===== src/rtl/gcm_ks_xor_engine.sv =====
// Keystream XOR engine: requests 512-bit keystream blocks and XORs 128-bit lanes onto a beat stream.
// Optional build macro GCM_KSX_ZERO_PAD_EN zeroes output bytes whose keep bit is clear.
module gcm_ks_xor_engine #(
  parameter int unsigned KS_TIMEOUT = 1023
) (
  input  logic         clk,
  input  logic         rst_n,
  input  logic         start,
  input  logic         algo_sel,
  output logic         busy,
  output logic         ks_err,
  output logic         ks_req,
  input  logic         ks_valid,
  input  logic [511:0] ks_data,
  input  logic         in_valid,
  input  logic [127:0] in_data,
  input  logic [15:0]  in_keep,
  input  logic         in_last,
  output logic         in_ready,
  output logic         out_valid,
  output logic [127:0] out_data,
  output logic [15:0]  out_keep,
  output logic         out_last,
  input  logic         out_ready
);

  localparam int unsigned CntW = (KS_TIMEOUT > 1) ? $clog2(KS_TIMEOUT + 1) : 1;

  typedef enum logic [1:0] {StIdle, StReq, StWaitKs, StXor} state_e;

  state_e         state_q;
  logic           mode_q;
  logic [1:0]     lane_q;
  logic [511:0]   ks_buf_q;
  logic [CntW-1:0] cnt_q;
  logic           busy_q, ks_err_q, ks_req_q, out_valid_q, out_last_q;
  logic [127:0]   out_data_q;
  logic [15:0]    out_keep_q;

  logic [127:0]   lane_ks, xor_data, res_data;
  logic           in_hs, last_lane, ks_expired, in_ready_c;

  always_comb begin
    lane_ks    = ks_buf_q[128*lane_q +: 128];
    xor_data   = in_data ^ lane_ks;
    in_ready_c = (state_q == StXor) && (!out_valid_q || out_ready);
    in_hs      = in_valid && in_ready_c;
    last_lane  = mode_q ? (lane_q == 2'd3) : 1'b1;
    ks_expired = (KS_TIMEOUT != 0) && (32'(cnt_q) >= KS_TIMEOUT - 1);
`ifdef GCM_KSX_ZERO_PAD_EN
    res_data = '0;
    for (int i = 0; i < 16; i++) begin
      res_data[8*i +: 8] = in_keep[i] ? xor_data[8*i +: 8] : 8'h00;
    end
`else
    res_data = xor_data;
`endif
  end

  always_ff @(posedge clk or negedge rst_n) begin
    if (!rst_n) begin
      state_q     <= StIdle;
      mode_q      <= 1'b0;
      lane_q      <= 2'd0;
      ks_buf_q    <= '0;
      cnt_q       <= '0;
      busy_q      <= 1'b0;
      ks_err_q    <= 1'b0;
      ks_req_q    <= 1'b0;
      out_valid_q <= 1'b0;
      out_data_q  <= '0;
      out_keep_q  <= '0;
      out_last_q  <= 1'b0;
    end else begin
      ks_req_q <= 1'b0;
      if (out_ready) out_valid_q <= 1'b0;
      if (in_hs) begin
        out_valid_q <= 1'b1;
        out_data_q  <= res_data;
        out_keep_q  <= in_keep;
        out_last_q  <= in_last;
      end
      unique case (state_q)
        StIdle: begin
          if (start && !out_valid_q) begin
            mode_q   <= algo_sel;
            ks_err_q <= 1'b0;
            ks_req_q <= 1'b1;
            busy_q   <= 1'b1;
            state_q  <= StReq;
          end
        end
        StReq: begin
          // The request cycle itself counts toward the timeout window.
          cnt_q   <= CntW'(1);
          state_q <= StWaitKs;
        end
        StWaitKs: begin
          if (ks_valid) begin
            ks_buf_q <= ks_data;
            lane_q   <= 2'd0;
            state_q  <= StXor;
          end else if (ks_expired) begin
            ks_err_q <= 1'b1;
            busy_q   <= 1'b0;
            state_q  <= StIdle;
          end else begin
            cnt_q <= cnt_q + CntW'(1);
          end
        end
        StXor: begin
          if (in_hs) begin
            if (in_last) begin
              busy_q  <= 1'b0;
              state_q <= StIdle;
            end else if (last_lane) begin
              ks_req_q <= 1'b1;
              state_q  <= StReq;
            end else begin
              lane_q <= lane_q + 2'd1;
            end
          end
        end
        default: state_q <= StIdle;
      endcase
    end
  end

  assign busy      = busy_q;
  assign ks_err    = ks_err_q;
  assign ks_req    = ks_req_q;
  assign in_ready  = in_ready_c;
  assign out_valid = out_valid_q;
  assign out_data  = out_data_q;
  assign out_keep  = out_keep_q;
  assign out_last  = out_last_q;

endmodule

===== config.mk =====
export PLATFORM = sky130hd
export DESIGN_NAME = gcm_ks_xor_engine
export DESIGN_NICKNAME = d
export VERILOG_FILES = /design/src/rtl/gcm_ks_xor_engine.sv
export SDC_FILE = /design/constraint.sdc
export NUM_CORES = 1
export LEC_CHECK = 0
export CAP_MARGIN = 40
export CORE_AREA = 5 5 317 319
export CTS_BUF_LIST = sky130_fd_sc_hd__clkbuf_16
export CTS_CLUSTER_DIAMETER = 120
export DETAILED_ROUTE_END_ITERATION = 10
export DIE_AREA = 0 0 322 324
export REMOVE_ABC_BUFFERS = 1
export SYNTH_ARGS = -nofsm -noshare
export SYNTH_HDL_FRONTEND = slang
export SYNTH_SLANG_ARGS = --single-unit

===== constraint.sdc =====
create_clock -name clk -period 3.8 [get_ports clk]
set_clock_uncertainty 0.2 [all_clocks]
set_input_delay 0.57 -clock clk [delete_from_list [all_inputs] [get_ports clk]]
set_output_delay 0.57 -clock clk [all_outputs]
set_load 0.01 [all_outputs]

# Yosys cells after proc, flatten, opt, wreduce, memory -nomap -nowiden
# Cells that the tools add are included.
dict set report totals {
  latchBits 0
  elab_cells 83
  reg_bits 676
  out_inout_bits 150
  ram_bits 0
  rom_bits 0
  mem_count 0
}
dict set report op_classes {
  mul 0
  n_reduce_logical 18
  div_mod_pow 0
  n_lt_le_gt_ge 1
  eq_ne 15
  shifts 1
  addsub 2
  mux 33
  bitwise 1
}
# cell count
set op_table {}
lappend op_table {{$shiftx A512 B10 Y128} 1}
lappend op_table {{$xor A128 B128 Y128} 1}
lappend op_table {{$mux W10} 2}
lappend op_table {{$mux W2} 10}
lappend op_table {{$pmux W10 S2} 1}
lappend op_table {{$ne A2 B2 Y1 const B} 9}
lappend op_table {{$mux W1} 15}
lappend op_table {{$add A10 B1 Y10 const B} 1}
lappend op_table {{$ge A10 B10 Y1 const B} 1}
lappend op_table {{$pmux W2 S4} 1}
lappend op_table {{$reduce_and A4 Y1} 2}
lappend op_table {{$reduce_bool A2 Y1} 4}
lappend op_table {{$eq A2 B2 Y1 const B} 3}
lappend op_table {{$ne A3 B3 Y1 const B} 2}
lappend op_table {{$reduce_and A6 Y1} 1}
lappend op_table {{$reduce_and A5 Y1} 1}
lappend op_table {{$pmux W1 S2} 2}
lappend op_table {{$pmux W2 S2} 1}
lappend op_table {{$reduce_and A2 Y1} 2}
lappend op_table {{$logic_and A1 B1 Y1} 3}
lappend op_table {{$pmux W1 S3} 1}
lappend op_table {{$reduce_and A3 Y1} 1}
lappend op_table {{$reduce_bool A3 Y1} 1}
lappend op_table {{$add A2 B1 Y2 const B} 1}
lappend op_table {{other kinds (4)} 4}

# Longest topological paths before layout
dict set report depth {
  depth_word 6
  depth_mapped 8
  ltp_nobuf 6
}

# Worst setup path before layout
# Ideal clock, no wire load.
dict set report synth_timing {
  path_kind {flip-flop to flip-flop}
  startpoint {reg state_q[0]}
  endpoint {reg ks_buf_q[354]}
  n_path_buf 3
  synth_period_minus_slack_ps 2060
  setup_slack_ps 1740
  arrival_time_ps 1735
  path_stages_with_launch 8
  required_ps 3475
  setup_time_ps 125
  cell_sequence {dfrtp_1 inv_1 ha_1 and2_1 buf_2 buf_2 buf_4 mux2_2}
}
dict set report synth_via {
  elab_chain_cells 2
}
# item line
set synth_rtl {}
lappend synth_rtl {{start: declaration} 31} ;# state_e state_q;
lappend synth_rtl {{start signal: assignment} 62} ;# state_q <= StIdle;
lappend synth_rtl {{start signal: assignment} 90} ;# state_q <= StReq;
lappend synth_rtl {{start signal: assignment} 96} ;# state_q <= StWaitKs;
lappend synth_rtl {{$eq A2 B2 Y1} 83} ;# unique case (state_q)
lappend synth_rtl {{$reduce_and A2 Y1 (no line)} --}
lappend synth_rtl {{end signal: assignment} 100} ;# ks_buf_q <= ks_data;
lappend synth_rtl {{end: declaration} 34} ;# logic [511:0] ks_buf_q;
# Every way passes these cells.
# A chain may end at the register's enable or synchronous reset.

# Worst setup path in the final report
dict set report layout_timing {
  startpoint {reg state_q[0]}
  endpoint {out in_ready}
}
dict set report layout_via {
  elab_chain_cells 2
}
# item line
set layout_rtl {}
lappend layout_rtl {{$eq A2 B2 Y1} 46} ;# in_ready_c = (state_q == StXor) && (!out_valid_q || out_ready);
lappend layout_rtl {{$logic_and A1 B1 Y1} 46}
lappend layout_rtl {{end: declaration} 19} ;# output logic in_ready,
# Every way passes these cells.

==> results.sh <==
export IMPL_critical_path_class="reg2out"
export IMPL_vias=19200
export IMPL_finalCoreUtilization_pct=42.6
export IMPL_postRouteAntennaNets=0
export IMPL_timing_final_max_slew_violations=0
export IMPL_dieArea_sq_mm=0.104
export IMPL_die_w_um=322
export IMPL_status="completed"
export IMPL_yosysSeqAreaShare_pct=57.6
export IMPL_max_slew_margin_pct=47.2
export IMPL_dieHeight_um=324
export IMPL_fin_ws_ns=0.902
export IMPL_yosysMostFrequentCell="dfrtp_1"
export IMPL_cp_buffers_inverters=1
export IMPL_cts_setup_buffers=0
export IMPL_ys_ff_latch=676
export IMPL_p_leak_nw=16.7
export IMPL_syn_area_sq_mm=0.0293
export IMPL_setup_tns_ns=0
export IMPL_synth_cells=1960
export IMPL_end_kind="output port"
export IMPL_clk_pin_slew_ns=0.06
export IMPL_path_delay_family="buffers and inverters"
export IMPL_hp_class="reg2reg"
export IMPL_power_density_mw_per_mm2=744
export IMPL_initial_core_util_pct=30.1
export IMPL_routed_wl_mm=86.9
export IMPL_insertion_delay_ns=0.62
export IMPL_first_pass_iters=4
export IMPL_cts_resized=0
export IMPL_period_needed_ns=2.90
export IMPL_yosys_top_cells_count="676 x dfrtp_1, 513 x mux2_2, 186 x nand2_1, 130 x xnor2_1, 128 x mux4_2"
export IMPL_htreeDepth=3
export IMPL_ys_warnings_count=0
export IMPL_grt_start_max_net_pins=100
export IMPL_fmax_ghz=0.345
export IMPL_hpwlAfterDp_mm=65.5
export IMPL_timing_final_crit_share_pct=76.3
export IMPL_stdcell_count=4173
export IMPL_register_area_sq_mm=0.0169
export IMPL_numCtsBuffers=78
export IMPL_async_flop_share_pct=100
export IMPL_cts_sinks=676
export IMPL_crit_fanout=7
export IMPL_cts_root_buf="clkbuf_16"
export IMPL_grt_pass1_vias=21500
export IMPL_viasPerCell=4.59
export IMPL_crit_chain="ha_1 -> and2_1 -> clkdlybuf4s50_1"
export IMPL_drive_gt1_share_pct=28.6
export IMPL_r2r_slack_ns=1.16
export IMPL_ir_drop_mv=0.398
export IMPL_core_area_sq_mm=0.0976
export IMPL_critPathMaxStageDelay_ns=0.56
export IMPL_areaGrowthSynthToFinish_pct=41.8
export IMPL_ys_flop_type="dfrtp_1"
export IMPL_globalRouteOverflowTotal=0
export IMPL_cp_required_ns=3.03
export IMPL_io_buffers=813
export IMPL_antenna_found_initial=41
export IMPL_drc_errors=0
export IMPL_ys_types=40
export IMPL_avgSynthCellArea_sq_um=15.0
export IMPL_yosys_area_top_type="dfrtp_1"
export IMPL_cts_tree="done"
export IMPL_rsz0062_at_grt="false"
export IMPL_drtIter0Drc=849
export IMPL_grt_usage_pct=16.2
export IMPL_hold_viol=0
export IMPL_worst_slew_pin_slew_ns=0.792
export IMPL_cp_start_kind="register"
export IMPL_place_ws_ns=0.908
export IMPL_cap_violations=0
export IMPL_num_rows=115
export IMPL_setup_viol=0
export IMPL_wl_per_cell_um=20.8
export IMPL_synth_edff_count=0
export IMPL_arrival_ns=2.13
export IMPL_cts_buffer_depth=3
export IMPL_place_inst=4000
export IMPL_cts_hold_buf=1
export IMPL_fillers=8950
export IMPL_io_pins=814
export IMPL_grt_pass1_wl_mm=130
export IMPL_num_nets_final=3466
export IMPL_cp_slowest_cell="clkdlybuf4s50_1"
export IMPL_synthTopCellsByArea="dfrtp_1 58%, mux2_2 20%, mux4_2 9.8%"
export IMPL_fin_hold_ws_ns=0.272
export IMPL_multi_input_comb_area_sq_mm=0.0117
export IMPL_gp_congestion=0.865
export IMPL_synth_top_area_share_pct=57.6
==> layout by cell type, fill, tap and decap left out, types with 5 or more instances in the layout <==
master / n
buf_12: 21
buf_4: 38
bufinv_16: 5
clkbuf_16: 80
clkdlybuf4s50_1: 812
clkinv_1: 12
clkinv_2: 16
dfrtp_1: 674
diode_2: 34
ha_1: 8
inv_1: 25
mux2_2: 513
mux4_2: 128
nand2_1: 186
nor2b_1: 5
o211ai_1: 5
o21ai_0: 33
o21ai_1: 98
o31ai_1: 6
xnor2_1: 130
==> per-stage QoR <==
step / power [W] / instance area, sq um
after floorplan: 0.0206 / 28600
after global placement: 0.0236 / 39100
after detailed placement: 0.0242 / 39100
after CTS: 0.0315 / 41500
after global routing: 0.0329 / 41600
final: 0.0309 / 41600
==> power by group <==
| part | total (W) | internal, W | switching (W) |
|---|---|---|---|
| clock | 0.00716 | 0.00415 | 0.00301 |
| combinational | 0.0111 | 0.00699 | 0.00416 |
| sequential | 0.0126 | 0.0107 | 0.00191 |
==> logic make-up after synthesis <==
group,count (synthesis),share of synthesized area (%)
flip-flops,676,57.6
multiplexers,642,29.5
AND/OR/NAND/NOR,218,3.01
AO/OA/AOI/OAI,158,2.95
XOR/XNOR,130,3.88
buffers and inverters,128,2.63
adder cells (fa/ha/maj),8,0.341
==> worst min-delay path, stage by stage, from the launching register on <==
cell and delay [ns]:
dfrtp_1 0.33, nand2_1 0.05, nand2_1 0.06
==> cell type report <==
cell class	instances	share of cell area [%]
Sequential cell	676	40.7
Multi-Input combinational cell	1156	28.1
Clock buffer	80	4.81
Tap cell	1287	3.87
Antenna cell	34	0.205
Clock inverter	58	0.993
Inverter	8	0.0722
Timing Repair Buffer	874	21.3
==> per-layer routing <==
| metal | global-route usage [%] | up-vias | share of wire, % |
|---|---|---|---|
| li1 | - | 8732 | - |
| met1 | 18.6 | 9637 | 38 |
| met2 | 28.2 | 595 | 51 |
| met3 | 5.47 | 169 | 8.0 |
| met4 | 6.00 | 18 | 3.3 |
| met5 | 0 | - | 0.12 |
==> sequential cells by signal, indices dropped and copies added (netlist names), 2 cells and up <==
register / count
out_keep: 16
lane_q: 2
cnt_q: 10
out_data: 128
ks_buf_q: 512
state_q: 2
==> worst paths after layout <==
path | startpoint | endpoint | cells past startpoint
max | state_q[0] | in_ready | 3
min | out_keep[7] | out_keep[7] | 2
max reg2reg | lane_q[0] | out_data[65] | 5
min reg2reg | out_keep[7] | out_keep[7] | 2
max in group asynchronous | rst_n | cnt_q[2] | 4
min in group asynchronous | rst_n | out_data[26] | 2
Note: power is estimated with default switching activity, not from simulation.
